### src/rtl/fft_out_reorder_if.sv
// rtl/fft_out_reorder_if.sv - frame-in / bin-out stream bundle for fft_out_reorder
interface fft_out_reorder_if #(
  parameter int DW     = 32,
  parameter int NPOINT = 16
);
  logic                 in_valid;
  logic                 in_ready;
  logic [NPOINT*DW-1:0] in_data;
  logic                 out_valid;
  logic                 out_ready;
  logic [DW-1:0]        out_data;
  logic [3:0]           out_idx;
  logic                 out_last;

  modport slave (
    input  in_valid, in_data, out_ready,
    output in_ready, out_valid, out_data, out_idx, out_last
  );

  modport master (
    output in_valid, in_data, out_ready,
    input  in_ready, out_valid, out_data, out_idx, out_last
  );
endinterface

### src/rtl/fft_out_reorder.sv
// rtl/fft_out_reorder.sv - ping-pong buffer turning bit-reversed FFT frames into natural-order bins
module fft_out_reorder #(
  parameter int DW     = 32,
  parameter int NPOINT = 16,
  parameter int CNT_W  = 8
) (
  input  logic             clk,
  input  logic             rst_n,
  fft_out_reorder_if.slave s,
  output logic [CNT_W-1:0] frame_cnt
);

  function automatic logic [3:0] bitrev4(input logic [3:0] x);
    return {x[0], x[1], x[2], x[3]};
  endfunction

  logic [DW-1:0] mem [2][NPOINT];
  logic [1:0]    full;
  logic [1:0]    full_nxt;
  logic          wr_bk;
  logic          rd_bk;
  logic [3:0]    cnt;
  logic          accept;
  logic          beat;
  logic          last_beat;
  logic [DW-1:0] rd_word;

  assign accept    = s.in_valid & ~full[wr_bk];
  assign beat      = full[rd_bk] & s.out_ready;
  assign last_beat = beat & (cnt == 4'd15);

  // accept and last beat never target the same bank, so both updates can land together
  always_comb begin
    full_nxt = full;
    if (accept)    full_nxt[wr_bk] = 1'b1;
    if (last_beat) full_nxt[rd_bk] = 1'b0;
  end

  always_ff @(posedge clk) begin
    if (!rst_n) begin
      full      <= 2'b00;
      wr_bk     <= 1'b0;
      rd_bk     <= 1'b0;
      cnt       <= 4'd0;
      frame_cnt <= '0;
    end else begin
      full <= full_nxt;
      if (accept) wr_bk <= ~wr_bk;
      if (beat) cnt <= cnt + 4'd1;
      if (last_beat) begin
        rd_bk     <= ~rd_bk;
        frame_cnt <= frame_cnt + 1'b1;
      end
    end
  end

  // bank contents survive reset; only the full flags decide what is valid
  always_ff @(posedge clk) begin
    if (accept) begin
      for (int k = 0; k < NPOINT; k++) begin
        mem[wr_bk][k] <= s.in_data[k*DW +: DW];
      end
    end
  end

  assign rd_word     = mem[rd_bk][bitrev4(cnt)];
  assign s.in_ready  = ~full[wr_bk];
  assign s.out_valid = full[rd_bk];
  assign s.out_data  = full[rd_bk] ? rd_word : '0;
  assign s.out_idx   = full[rd_bk] ? cnt : 4'd0;
  assign s.out_last  = full[rd_bk] & (cnt == 4'd15);

endmodule

### src/flat_wrapper.sv
// flat-port wrapper written by rule: the top's interface ports become plain ports
module fft_out_reorder_flat 
#(
  parameter int DW     = 32,
  parameter int NPOINT = 16,
  parameter int CNT_W  = 8
)
  (clk, rst_n, frame_cnt, s_in_valid, s_in_data, s_out_ready, s_in_ready, s_out_valid, s_out_data, s_out_idx, s_out_last);
  fft_out_reorder_if #(.DW(DW), .NPOINT(NPOINT)) s_i ();
  input  logic clk;
  input  logic rst_n;
  output logic [CNT_W-1:0] frame_cnt;
  input wire logic [$bits(s_i.in_valid)-1:0] s_in_valid;
  input wire logic [$bits(s_i.in_data)-1:0] s_in_data;
  input wire logic [$bits(s_i.out_ready)-1:0] s_out_ready;
  output wire logic [$bits(s_i.in_ready)-1:0] s_in_ready;
  output wire logic [$bits(s_i.out_valid)-1:0] s_out_valid;
  output wire logic [$bits(s_i.out_data)-1:0] s_out_data;
  output wire logic [$bits(s_i.out_idx)-1:0] s_out_idx;
  output wire logic [$bits(s_i.out_last)-1:0] s_out_last;
  assign s_i.in_valid = s_in_valid;
  assign s_i.in_data = s_in_data;
  assign s_i.out_ready = s_out_ready;
  assign s_in_ready = s_i.in_ready;
  assign s_out_valid = s_i.out_valid;
  assign s_out_data = s_i.out_data;
  assign s_out_idx = s_i.out_idx;
  assign s_out_last = s_i.out_last;
  fft_out_reorder #(.DW(DW), .NPOINT(NPOINT), .CNT_W(CNT_W)) u_core (.clk(clk), .rst_n(rst_n), .s(s_i), .frame_cnt(frame_cnt));
endmodule
### config.mk
export PLATFORM = sky130hd
export DESIGN_NAME = fft_out_reorder_flat
export DESIGN_NICKNAME = d
export VERILOG_FILES = /design/src/rtl/fft_out_reorder_if.sv /design/src/rtl/fft_out_reorder.sv /design/src/flat_wrapper.sv
export SDC_FILE = /design/constraint.sdc
export NUM_CORES = 1
export LEC_CHECK = 0
export CAP_MARGIN = 20
export CORE_MARGIN = 1
export CORE_UTILIZATION = 55
export DETAILED_ROUTE_END_ITERATION = 8
export GPL_TIMING_DRIVEN = 0
export PLACE_DENSITY = 0.86
export SLEW_MARGIN = 15
export SYNTH_ARGS = -nofsm -noshare
export SYNTH_HDL_FRONTEND = slang
export SYNTH_SLANG_ARGS = --single-unit
### constraint.sdc
create_clock -name clk -period 79.5 [get_ports clk]
set_clock_uncertainty 0.2 [all_clocks]
set_input_delay 19.875 -clock clk [delete_from_list [all_inputs] [get_ports clk]]
set_output_delay 19.875 -clock clk [all_outputs]
set_load 0.02 [all_outputs]
Word-level counts from Yosys, hierarchy flattened
Memories as Yosys holds them, arrays and structs flattened. A register that Yosys moved wholly into a read port is not among the register bits.
Cells that the tools add are included.
{"block": "op_classes", "shift": 0, "n_div": 0, "magnitude_cmp": 5, "reduce_logical": 2, "n_eq_ne": 1, "bitwise": 11, "n_mul": 0, "n_addsub": 2, "muxes": 19}
{"op": "binary-select mux 32 bit (select 4 bit)", "n": 1}
{"op": "2-to-1 mux 32 bit", "n": 3}
{"op": "2-to-1 mux 1 bit", "n": 10}
{"op": "adder 8 x 1 -> 8 bit (second input constant)", "n": 1}
{"op": ">= comparator 5 bit (second input constant)", "n": 1}
{"op": "inverter 4 -> 5 bit", "n": 1}
{"op": "adder 4 x 1 -> 4 bit (second input constant)", "n": 1}
{"op": "bitwise AND 1 bit", "n": 4}
{"op": "equality test 4 bit (second input constant)", "n": 1}
{"op": "less-than comparator 1 x 2 -> 1 bit (second input constant)", "n": 2}
{"op": "2-to-1 mux 2 bit", "n": 2}
{"op": "2-to-1 mux 4 bit", "n": 1}
{"op": "inverter 1 bit", "n": 3}
{"op": "bitwise AND 2 bit", "n": 1}
{"op": "demux 1 bit (select 1 bit)", "n": 2}
{"op": ">= comparator 1 bit (second input constant)", "n": 2}
{"op": "logical AND 1 bit", "n": 2}
{"op": "inverter 2 bit", "n": 1}
{"op": "bitwise OR 2 bit", "n": 1}
{"block": "word_totals", "memories": 1, "input_bits": 516, "ff_bits": 16, "rom_bits": 0, "latchBits": 0, "word_cells": 46, "ramBits": 1024}
{"name": "u_core.mem", "depth": 2, "width": 512, "read_ports": 1, "rd_ports_with_merged_regs": 1, "wr": 1, "line_no": "fft_out_reorder.sv:17", "source": "logic [DW-1:0] mem [2][NPOINT];"}

Depth between registers and ports, before layout
{"block": "logic_depth", "word_depth": 8, "mapped_depth": 8, "mapped_depth_nobuf": 5}

Worst setup path after synthesis
Ideal clock, no wire load.
{"block": "synth_timing", "kind": "input to register", "from": "in s_in_valid", "to": "reg u_core.full[0]", "setup_slack_ns": 18.070, "stages": 2, "t_arrival_ns": 61.041, "n_path_buf": 0, "setup_ns": 0.189, "path_cell_list": "nor3b_1 o221a_2"}
{"block": "synth_between", "elab_chain_len": 4}
{"item": "start, declared", "line_no": "flat_wrapper.sv:13", "source": "input wire logic [$bits(s_i.in_valid)-1:0] s_in_valid;"}
{"item": "bitwise AND 1 bit (*)", "line_no": "fft_out_reorder.sv:28", "source": "assign accept = s.in_valid & ~full[wr_bk];"}
{"item": "2-to-1 mux 2 bit (*)", "line_no": "fft_out_reorder.sv:35", "source": "if (accept) full_nxt[wr_bk] = 1'b1;"}
{"item": "bitwise AND 2 bit (no source line)"}
{"item": "2-to-1 mux 2 bit (*)", "line_no": "fft_out_reorder.sv:36", "source": "if (last_beat) full_nxt[rd_bk] = 1'b0;"}
{"item": "end signal, assigned", "line_no": "fft_out_reorder.sv:47", "source": "full <= full_nxt;"}
{"item": "end, declared", "line_no": "fft_out_reorder.sv:18", "source": "logic [1:0] full;"}
Mark *: on every way between the ends. The rest lies on a longest branch, timed or not.
A chain may end at the register's enable or synchronous reset.

Worst setup path after layout
{"block": "layout_timing", "from": "reg u_core.cnt[3]", "to": "out s_out_data[17]"}
{"block": "layout_between", "elab_chain_len": 5}
{"item": "start, declared", "line_no": "fft_out_reorder.sv:22", "source": "logic [3:0] cnt;"}
{"item": "start signal, assigned", "line_no": "fft_out_reorder.sv:49", "source": "if (beat) cnt <= cnt + 4'd1;"}
{"item": "inverter 4 -> 5 bit (not written as such)", "line_no": "fft_out_reorder.sv:66", "source": "assign rd_word = mem[rd_bk][bitrev4(cnt)];"}
{"item": "binary-select mux 32 bit (select 4 bit)", "line_no": "fft_out_reorder.sv:66"}
{"item": "2-to-1 mux 32 bit (not written as such) (2 in a row)", "line_no": "fft_out_reorder.sv:66"}
{"item": "2-to-1 mux 32 bit", "line_no": "fft_out_reorder.sv:69", "source": "assign s.out_data = full[rd_bk] ? rd_word : '0;"}
{"item": "end, declared", "line_no": "flat_wrapper.sv:18", "source": "output wire logic [$bits(s_i.out_data)-1:0] s_out_data;"}
Every way passes these cells. The select of a mux whose other input is x is not followed.

==> metrics.yaml <==
status: "finished clean"
hold_class: "flop to flop"
ys_seq_area_frac: 0.7769
mappedNetlistArea_mm2: 0.04002
start_util: 0.5579
p_per_area_mw_per_mm2: 23.20
critPathLaunchType: "flop"
track_usage: 0.3074
place.port_buffers: 561
grt_max_degree: 30
slew_violations: 0
via_per_inst: 6.265
routed_wl_um: 115400
fin_crit_sh: 0.3049
fillCellCount: 4103
gp_congestion: 0.8895
dp_cells: 3532
synth-edff-count: 1024
final_hold_viol_count: 0
finalCriticalPeriod_ps: 24240
grt_pass1_wl_um: 161700
post_cts_resized: 0
grt_pass1_vias: 24380
postCtsSetupBuffers: 0
stdcell_area_mm2: 0.05094
crit_required_ps: 59430
antenna_found_initial: 63
clkLatencyLatePin_ps: 660
finalSetupViolCount: 0
hpwl_um: 83080
fin_cells: 3771
clkSlewWorstSetupHoldPaths_ps: 60
clock_sinks: 1041
rsz0062_at_grt: "no"
fin_nets: 3202
drv_cap: 0
cts_max_path_buffers: 3
drt-met1-wl_um: 41040
cp.arrival_ps: 4170
drive_gt1_frac: 0.1461
final_common_cell: "edfxtp_1"
route.detailed.drc: 0
cts_inserted_buffers: 100
worst_pin_slew_ps: 931.4
setup_tns_ps: 0
io_pins: 563
worst-setup-path-type: "flop to output pin"
syn_area_per_cell_um2: 20.59
r2r_slack_ps: 75960
ys_warn_count: 0
routedWlPerCell_um: 30.61
vias: 23624
ctsHoldBuffers: 0
cts_tree: "yes"
cts-root-buf: "clkbuf_16"
path_max_fanout: 10
wl_met2_um: 57090
coreArea_mm2: 0.07173
row_count: 98
ir_drop_mv: 0.01924
ys_types: 35
htreeDepth: 3
fmax_mhz: 41.25
p_leak_nw: 16.16
worst_slack_ps: 55260
top_layer_used: "met5"
pre_cts_slack_ps: 55960
final_cell_mix: "edfxtp_1 (1024), clkdlybuf4s50_1 (561), mux2i_1 (258)"
die_h_um: 271.7
met3WireLength_um: 11540
async_flop_share: 0
area_delta_synth_final_pct: 27.30
max_slew_margin: 0.3791
die_area_mm2: 0.07384
fp.dieW_um: 271.7
synth_cells: 1944
ys.flop_type: "edfxtp_1"
detailed_place.area_mm2: 0.04781
syn_nets: 2462
holdWs_ps: 340.2
drt_iter0_markers: 2518
end_kind: "output pin"
grt_overflow: 0
drtAntennaViolNets: 0
synth_seq_cells: 1041
dr.pass1.iters: 8
==> sequential cells by signal, indices dropped and copies added, names as in the netlist, named ones only <==
register	cells
u_core.mem	1024
u_core.frame_cnt	8
u_core.cnt	4
u_core.full	2
u_core.rd_bk	1
u_core.wr_bk	1
==> layout make-up <==
type	instances	area (um2)	area share
Tap cell	950	1189	0.02333
Timing Repair Buffer	638	6591	0.1294
Antenna cell	56	140.1	0.002751
Buffer	123	788.3	0.01547
Inverter	2	7.507	0.0001474
Multi-Input combinational cell	778	8145	0.1599
Clock buffer	132	2644	0.05190
Sequential cell	1041	31090	0.6103
Clock inverter	51	346.6	0.006804
==> power breakdown <==
| group | total [mW] | internal [mW] | switching [mW] |
|---|---|---|---|
| logic | 0.0872 | 0.0434 | 0.0438 |
| registers | 0.652 | 0.643 | 0.00933 |
| clock network | 0.443 | 0.243 | 0.199 |
==> path summary, 6_finish.rpt <==
check                                         from                                to  depth (start not counted)
hold / removal    u_core.frame_cnt[7]$_SDFFE_PN0P_  u_core.frame_cnt[7]$_SDFFE_PN0P_                          2
hold reg to reg   u_core.frame_cnt[7]$_SDFFE_PN0P_  u_core.frame_cnt[7]$_SDFFE_PN0P_                          2
setup / recovery        u_core.cnt[3]$_SDFFE_PN0P_                    s_out_data[17]                          7
setup reg to reg         u_core.full[0]$_SDFF_PN0_      u_core.mem[0][163]$_DFFE_PP_                         11
==> routing by layer <==
metal | GRT usage | vias up
li1 | - | 9713
met1 | 0.3809 | 12046
met2 | 0.5024 | 1501
met3 | 0.08067 | 334
met4 | 0.1560 | 30
met5 | 0 | -
==> logic make-up after synthesis <==
logic type	after synthesis	share of synthesized area
DFF	1041	0.7769
muxes	387	0.1369
AOI/OAI and AO/OA	203	0.03661
and+or+nand+nor	178	0.02729
buffers and inverters	125	0.01989
xor gates and xnor gates	8	0.001751
adders and majority gates	2	0.0006252
==> critical path, cell delays in order, from the launching register on <==
cell             delay (ps)
dfxtp_1                 320
buf_4                   220
buf_2                   310
buf_1                   700
mux4_2                  430
a31oi_1                 670
nand4_1                 230
clkdlybuf4s50_1         630
==> per-stage QoR <==
stage                     utilization  power, mW
after detailed placement       0.6665     0.7480
after CTS                      0.7082      1.183
after floorplan                     -     0.7325
after global routing           0.7098      1.211
final                          0.7102      1.182
after global placement         0.6527     0.7944
==> Yosys cell counts, types with 2 or more instances <==
cell type | number | area, um2
a21oi_1 | 5 | 25.02
a22oi_1 | 160 | 1201
a31oi_1 | 32 | 200.2
and2_1 | 7 | 43.79
and3_1 | 5 | 31.28
and4_1 | 32 | 280.3
buf_1 | 12 | 45.04
buf_2 | 18 | 90.09
buf_4 | 12 | 90.09
buf_6 | 33 | 371.6
clkbuf_1 | 47 | 176.4
dfxtp_1 | 17 | 340.3
edfxtp_1 | 1024 | 30750
ha_1 | 2 | 25.02
inv_1 | 2 | 7.510
mux2i_1 | 258 | 2582
mux4_2 | 128 | 2883
nand2_1 | 5 | 18.77
nand3_1 | 67 | 335.3
nand4_1 | 37 | 231.5
nor2_1 | 12 | 45.04
nor2b_1 | 4 | 25.02
o21ai_0 | 4 | 20.02
or3_1 | 3 | 18.77
xor2_1 | 8 | 70.07
(Power assumes the default switching activity.)
